**config.mk**
```make
export PLATFORM = sky130hd
export DESIGN_NAME = fetch_unit_flat
export DESIGN_NICKNAME = d
export VERILOG_FILES = /design/src/rtl/fetch_unit_if.sv /design/src/rtl/fetch_unit.sv /design/src/flat_wrapper.sv
export SDC_FILE = /design/constraint.sdc
export NUM_CORES = 1
export LEC_CHECK = 0
export CAP_MARGIN = 25
export CORE_MARGIN = 5
export CORE_UTILIZATION = 51
export CTS_CLUSTER_SIZE = 25
export DETAILED_ROUTE_END_ITERATION = 6
export PLACE_DENSITY = 0.86
export SETUP_SLACK_MARGIN = 0.15
export SLEW_MARGIN = 40
export SYNTH_ARGS = -nofsm -noshare
export SYNTH_HDL_FRONTEND = slang
export SYNTH_SLANG_ARGS = --single-unit
export TNS_END_PERCENT = 20
```
**constraint.sdc**
```tcl
create_clock -name clk -period 4 [get_ports clk]
set_clock_uncertainty 0.15 [all_clocks]
set_input_delay 0.8 -clock clk [delete_from_list [all_inputs] [get_ports clk]]
set_output_delay 0.8 -clock clk [all_outputs]
set_load 0.1 [all_outputs]
```
**src/rtl/fetch_unit_if.sv**
```systemverilog
// Fetch-stage bus: instruction-memory request/response and the decode-side handshake.
// master = fetch_unit, slave = memory plus decode.
interface fetch_unit_if #(
  parameter int XLEN = 32
);
  logic            imem_req_valid_o;
  logic            imem_req_ready_i;
  logic [XLEN-1:0] imem_addr_o;
  logic            imem_rsp_valid_i;
  logic [31:0]     imem_rsp_data_i;
  logic            if_valid_o;
  logic            if_ready_i;
  logic [XLEN-1:0] if_pc_o;
  logic [31:0]     if_inst_o;

  modport master (
    output imem_req_valid_o, imem_addr_o, if_valid_o, if_pc_o, if_inst_o,
    input  imem_req_ready_i, imem_rsp_valid_i, imem_rsp_data_i, if_ready_i
  );

  modport slave (
    input  imem_req_valid_o, imem_addr_o, if_valid_o, if_pc_o, if_inst_o,
    output imem_req_ready_i, imem_rsp_valid_i, imem_rsp_data_i, if_ready_i
  );
endinterface

```
**src/rtl/fetch_unit.sv**
```systemverilog
// Instruction fetch: owns the PC, keeps one memory request in flight and holds
// one fetched instruction for decode; redirects from execute kill wrong-path fetches.
//
// state | meaning
// REQ   | present pc_q to memory when the output buffer has room
// WAIT  | request accepted, response will be kept
// KILL  | request accepted before a redirect, response will be dropped
module fetch_unit #(
  parameter int              XLEN     = 32,
  parameter logic [XLEN-1:0] RESET_PC = '0
) (
  input  logic            clk,
  input  logic            rst_n,
  input  logic            br_taken_i,
  input  logic [XLEN-1:0] br_target_i,
  fetch_unit_if.master    bus
);

  typedef enum logic [1:0] {REQ, WAIT, KILL} state_t;

  state_t          state_q, state_d;
  logic [XLEN-1:0] pc_q, pc_d;
  logic [XLEN-1:0] req_pc_q, req_pc_d;
  logic            run_q;
  logic            req_valid, req_fire, load;
  logic            buf_valid_q;
  logic [XLEN-1:0] buf_pc_q;
  logic [31:0]     buf_inst_q;

  // run_q keeps the request low during reset and for the release cycle itself
  assign req_valid = run_q && (state_q == REQ) && (!buf_valid_q || bus.if_ready_i);
  assign req_fire  = req_valid && bus.imem_req_ready_i;

  always_comb begin
    state_d  = state_q;
    pc_d     = pc_q;
    req_pc_d = req_pc_q;
    load     = 1'b0;
    unique case (state_q)
      REQ: begin
        if (req_fire) begin
          req_pc_d = pc_q;
          pc_d     = pc_q + XLEN'(4);
          state_d  = WAIT;
        end
      end
      WAIT: begin
        if (bus.imem_rsp_valid_i) begin
          load    = 1'b1;
          state_d = REQ;
        end
      end
      KILL: begin
        if (bus.imem_rsp_valid_i) state_d = REQ;
      end
      default: state_d = REQ;
    endcase
    // a redirect turns any still-outstanding request into a killed one
    if (br_taken_i) begin
      pc_d = {br_target_i[XLEN-1:2], 2'b00};
      if (state_d == WAIT) state_d = KILL;
    end
  end

  always_ff @(posedge clk or negedge rst_n) begin
    if (!rst_n) begin
      state_q  <= REQ;
      pc_q     <= RESET_PC;
      req_pc_q <= '0;
      run_q    <= 1'b0;
    end else begin
      state_q  <= state_d;
      pc_q     <= pc_d;
      req_pc_q <= req_pc_d;
      run_q    <= 1'b1;
    end
  end

  always_ff @(posedge clk or negedge rst_n) begin
    if (!rst_n) begin
      buf_valid_q <= 1'b0;
      buf_pc_q    <= '0;
      buf_inst_q  <= '0;
    end else if (br_taken_i) begin
      buf_valid_q <= 1'b0;
    end else if (load) begin
      buf_valid_q <= 1'b1;
      buf_pc_q    <= req_pc_q;
      buf_inst_q  <= bus.imem_rsp_data_i;
    end else if (buf_valid_q && bus.if_ready_i) begin
      buf_valid_q <= 1'b0;
    end
  end

  assign bus.imem_req_valid_o = req_valid;
  assign bus.imem_addr_o      = pc_q;
  assign bus.if_valid_o       = buf_valid_q;
  assign bus.if_pc_o          = buf_pc_q;
  assign bus.if_inst_o        = buf_inst_q;

endmodule

```
**src/flat_wrapper.sv**
```systemverilog
// flat-port wrapper written by rule: the top's interface ports become plain ports
module fetch_unit_flat 
#(
  parameter int              XLEN     = 32,
  parameter logic [XLEN-1:0] RESET_PC = '0
)
  (clk, rst_n, br_taken_i, br_target_i, bus_imem_req_valid_o, bus_imem_addr_o, bus_if_valid_o, bus_if_pc_o, bus_if_inst_o, bus_imem_req_ready_i, bus_imem_rsp_valid_i, bus_imem_rsp_data_i, bus_if_ready_i);
  fetch_unit_if #(.XLEN(XLEN)) bus_i ();
  input  logic clk;
  input  logic rst_n;
  input  logic br_taken_i;
  input  logic [XLEN-1:0] br_target_i;
  output wire logic [$bits(bus_i.imem_req_valid_o)-1:0] bus_imem_req_valid_o;
  output wire logic [$bits(bus_i.imem_addr_o)-1:0] bus_imem_addr_o;
  output wire logic [$bits(bus_i.if_valid_o)-1:0] bus_if_valid_o;
  output wire logic [$bits(bus_i.if_pc_o)-1:0] bus_if_pc_o;
  output wire logic [$bits(bus_i.if_inst_o)-1:0] bus_if_inst_o;
  input wire logic [$bits(bus_i.imem_req_ready_i)-1:0] bus_imem_req_ready_i;
  input wire logic [$bits(bus_i.imem_rsp_valid_i)-1:0] bus_imem_rsp_valid_i;
  input wire logic [$bits(bus_i.imem_rsp_data_i)-1:0] bus_imem_rsp_data_i;
  input wire logic [$bits(bus_i.if_ready_i)-1:0] bus_if_ready_i;
  assign bus_imem_req_valid_o = bus_i.imem_req_valid_o;
  assign bus_imem_addr_o = bus_i.imem_addr_o;
  assign bus_if_valid_o = bus_i.if_valid_o;
  assign bus_if_pc_o = bus_i.if_pc_o;
  assign bus_if_inst_o = bus_i.if_inst_o;
  assign bus_i.imem_req_ready_i = bus_imem_req_ready_i;
  assign bus_i.imem_rsp_valid_i = bus_imem_rsp_valid_i;
  assign bus_i.imem_rsp_data_i = bus_imem_rsp_data_i;
  assign bus_i.if_ready_i = bus_if_ready_i;
  fetch_unit #(.XLEN(XLEN), .RESET_PC(RESET_PC)) u_core (.clk(clk), .rst_n(rst_n), .br_taken_i(br_taken_i), .br_target_i(br_target_i), .bus(bus_i));
endmodule
```
-- Yosys cells after proc, flatten, opt, wreduce, memory -nomap -nowiden
Cells that the tools add are included.
- bits of input ports: 70
- latch bits: 0
- word-level logic and storage cells: 39
- memory bits (writable): 0
- bits in registers: 132
- bits in read-only memories: 0
- memories: 0
- $add $sub $neg: 1
- $mul: 0
- mux-type cells: 13
- bitwise gates (word level): 1
- divide/modulo/power cells: 0
- $lt $le $gt $ge: 0
- equality and inequality tests: 3
- shift operators: 0
- reductions and logical operators: 14
- operator list (operator ; number):
    2-to-1 mux 32 bit ; 3
    adder 32 x 3 -> 32 bit, second input constant ; 1
    2-to-1 mux 2 bit ; 4
    AND reduction 2 bit ; 3
    2-to-1 mux 1 bit ; 5
    equality test 2 x 1 -> 1 bit, second input constant ; 2
    logical AND 1 bit ; 4
    one-hot mux 2 bit (2 select lines) ; 1
    nonzero test 2 bit ; 2
    nonzero test 3 bit ; 1
    equality test 2 bit, second input constant ; 1
    logical NOT 2 bit ; 1
    OR reduction 2 bit ; 1
    logical NOT 1 bit ; 1
    logical OR 1 bit ; 1
    NOT 1 bit ; 1

-- Longest topological paths before layout
- depth after elaboration: 9
- depth in mapped cells: 8
- gate-level depth less buffers: 6

-- Worst setup path before layout
No wires, ideal clock.
- path type: register to output
- start point: reg u_core.buf_valid_q (netlist: u_core.bus.if_valid_o)
- end point: out bus_imem_req_valid_o
- path buffers: 1
- slack: 0.626 ns
- data arrival time: 2.424 ns
- required time: 3.050 ns
- stages on the path, launching flop included: 4
- path through: dfrtp_1 nor2b_1 buf_2 nor2_1
- longest elaborated chain between the ends: 3
- RTL lines (element ; line ; source):
    from (decl) ; fetch_unit.sv:26 ; logic buf_valid_q;
    from (signal assigned) ; fetch_unit.sv:81 ; buf_valid_q <= 1'b0;
    from (signal assigned) ; fetch_unit.sv:85 ; buf_valid_q <= 1'b0;
    from (signal assigned) ; fetch_unit.sv:87 ; buf_valid_q <= 1'b1;
    logical NOT 1 bit ; fetch_unit.sv:31 ; assign req_valid = run_q && (state_q == REQ) && (!buf_valid_q || bus.if_ready_i);
    logical OR 1 bit ; fetch_unit.sv:31 ;
    logical AND 1 bit ; fetch_unit.sv:31 ;
    to (decl) ; flat_wrapper.sv:13 ; output wire logic [$bits(bus_i.imem_req_valid_o)-1:0] bus_imem_req_valid_o;
Every way passes these cells.

-- Worst setup path after layout
- start point: in bus_if_ready_i
- end point: out bus_imem_req_valid_o
- longest elaborated chain between the ends: 2
- RTL lines (element ; line ; source):
    from (decl) ; flat_wrapper.sv:21 ; input wire logic [$bits(bus_i.if_ready_i)-1:0] bus_if_ready_i;
    logical OR 1 bit ; fetch_unit.sv:31 ;
    logical AND 1 bit ; fetch_unit.sv:31 ;
Every way passes these cells.

==> impl_metrics.ini <==
[run_status]
outcome = complete, no violations

[clock_tree]
tritoncts = built
cts_setup_buffers = 0
cts_max_level = 4
cts.clk_slew.worst_paths_ns = 0.06
ctsHoldBuffers = 0
clockBufferDepth = 2
cts_buffers = 17
cts_resized = 0
cts.sinks = 126
cts_root_buf = clkbuf_8
clk_latency_ns = 0.51

[place]
place_congestion = 0.833
post-dp-hpwl_microns = 9860
placed_area_sq_um = 6840
port_buffers = 161

[logic_synthesis]
synth_common_cells = dfrtp_1, mux2_2, nand2_1, o21ai_0, nor2_1
synth_top_family_by_area = multiplexers
ys_warn_count = 0
synth_edf_count = 0
synthArstFlopShare = 1.00
synth-seq-cells = 126
yosys.area.top_type_share = 0.566
ys_seq_area_frac = 0.566
yosys-top-cells-area = dfrtp_1, mux2_2, nand2_1
syn-cell-area_sq_um = 5570
yosysTopAreaCell = dfrtp_1
avgSynthCellArea_sq_um = 12.1
synthMuxAreaShare = 0.174
yosys.cell_count.top_type = dfrtp_1
syn_inst = 459
synth_top_flop_cell = dfrtp_1
synth-adder-area-share = 0.00898
synthSimpleGateAreaFrac = 0.128
ys_types = 49
synthXorXnorAreaFrac = 0.0126
synth_compound_area_frac = 0.0741

[worst_setup_path]
startpoint = bus_if_ready_i
crit_path_end = bus_imem_req_valid_o
start_kind = input pin
r2r_setup_slack_ns = 1.24
cp_cell_sequence = clkdlybuf4s50_1 > nor2b_1 > nor2_1 > buf_4
crit_path_end_kind = primary output
slowest_delay_ns = 0.43
reg2reg_to = u_core.bus.imem_addr_o[22]$_DFFE_PN0P_
r2r_cells = 6
slowest_stage = clkdlybuf4s50_1
cp.required_ns = 3.05
path_max_fanout = 9
worstReg2RegStart = u_core.state_q[0]$_DFF_PN0_
arrival_ns = 2.02
critPathKind = in -> out

[min_path]
min_path_type = in -> async

[global_routing]
grt_usage = 0.219
grt_max_degree = 47
antenna_found_initial = 0
overflow = 0
grt_pass1_wl_microns = 22400
grt_pass1_vias = 4410

[layout]
fin_util = 0.686
drive_above_1_share = 0.355
final_nets = 695
areaGrowthSynthToFinish_pct = 32.8
diodes = 0
fin_area_sq_um = 7400

[timing]
tns_ns = 0
fin_crit_sh = 0.743
hold_viol = 0
period_minus_slack_ns = 2.97
rsz0062_at_grt = no
tightest_slew_ns = 0.652
maxSlewHeadroom = 0.565
maxSlewViolCount = 0
fmax_mhz = 336
setup_viol = 0

[floorplan]
rows = 38
ios = 168
start_util = 0.516
fp.dieW_microns = 115
core_area_sq_um = 10800
die-area_sq_um = 13100
fp.dieH_microns = 115

[detailed_routing]
drt-total-wl_microns = 13800
vias_per_cell = 5.58
drcViolationCount = 0
detail-route-antenna-nets = 0
drt-initial-drc-count = 254
firstDrtPassIters = 4
wl_per_cell_microns = 17.9
vias = 4303

[job]
drv_cap = 0
==> metal layers <==
metal,up-vias,share of wire,wire (microns),GRT usage
met5,-,0,0,0
met3,26,0.052,715,0.0455
met2,145,0.52,7200,0.371
li1,2001,-,-,-
met1,2131,0.41,5610,0.273
met4,0,0.022,298,0.0871
==> state kept, by name (all words and copies together), names as in the netlist <==
name and flops:
u_core.bus.imem_addr_o 30, u_core.bus.if_pc_o 30, u_core.run_q 1, u_core.req_pc_q 30
u_core.bus.if_valid_o 1, u_core.state_q 2, u_core.bus.if_inst_o 32
==> worst max-delay path: cells and delay by family <==
family | cells | cell delay [ns]
AND/OR/NAND/NOR | 2 | 0.54
buffers and inverters | 2 | 0.69
==> per-stage QoR <==
stage | instances | hold slack [ns] | setup slack [ns]
finish | 771 | 0.140 | 1.03
global placement | 741 | 0.308 | 0.652
detailed placement | 742 | 0.316 | 0.607
CTS | 771 | 0.145 | 1.04
floorplan | 462 | 0.293 | 0.626
global route | 771 | 0.184 | 0.951
==> layout make-up <==
class / instances / area [sq um]
clock inverter: 7 / 87.6
fill: 789 / 3390
clock buffer: 22 / 473
sequential: 126 / 3150
timing repair buffer: 170 / 1220
inverter: 9 / 33.8
multi-input combinational: 297 / 2260
tap: 140 / 175
==> cells by family after synthesis <==
logic type | Yosys count
flops | 126
mux | 86
simple gates | 131
fa+ha+maj | 4
compound gates | 63
other cells | 2
buf+inv | 39
xor+xnor | 8
==> how the worst min path moves through the flow <==
stage,end,from
after floorplan,u_core.req_pc_q[5]$_DFFE_PN0P_,u_core.req_pc_q[5]$_DFFE_PN0P_
after global placement,u_core.req_pc_q[10]$_DFFE_PN0P_,u_core.req_pc_q[10]$_DFFE_PN0P_
after detailed placement,u_core.req_pc_q[10]$_DFFE_PN0P_,u_core.req_pc_q[10]$_DFFE_PN0P_
after CTS,u_core.bus.imem_addr_o[2]$_DFFE_PN0P_,rst_n
after global routing,u_core.req_pc_q[4]$_DFFE_PN0P_,rst_n
final,u_core.bus.if_pc_o[6]$_DFFE_PN0P_,rst_n
==> placed cells by master (no fill, tap or decap), types with 3 or more instances in the layout <==
| cell | n |
|---|---|
| ha_1 | 4 |
| inv_1 | 9 |
| nand4_1 | 16 |
| nor2b_1 | 5 |
| nand2b_1 | 3 |
| a31oi_1 | 14 |
| xnor2_1 | 6 |
| or3_1 | 4 |
| o21ai_0 | 22 |
| dfrtp_1 | 126 |
| nand3_1 | 11 |
| buf_4 | 10 |
| clkbuf_8 | 5 |
| nor2_1 | 19 |
| nor3_1 | 6 |
| clkbuf_16 | 16 |
| or4_1 | 11 |
| clkinv_2 | 4 |
| mux2_2 | 85 |
| o31ai_1 | 13 |
| nand2_1 | 31 |
| buf_2 | 93 |
| clkdlybuf4s50_1 | 66 |
| nor4_1 | 8 |
| conb_1 | 5 |
Power is left out: the tool's default activity adds up to more than one toggle a clock period on the data nets, which glitch-free logic cannot reach.
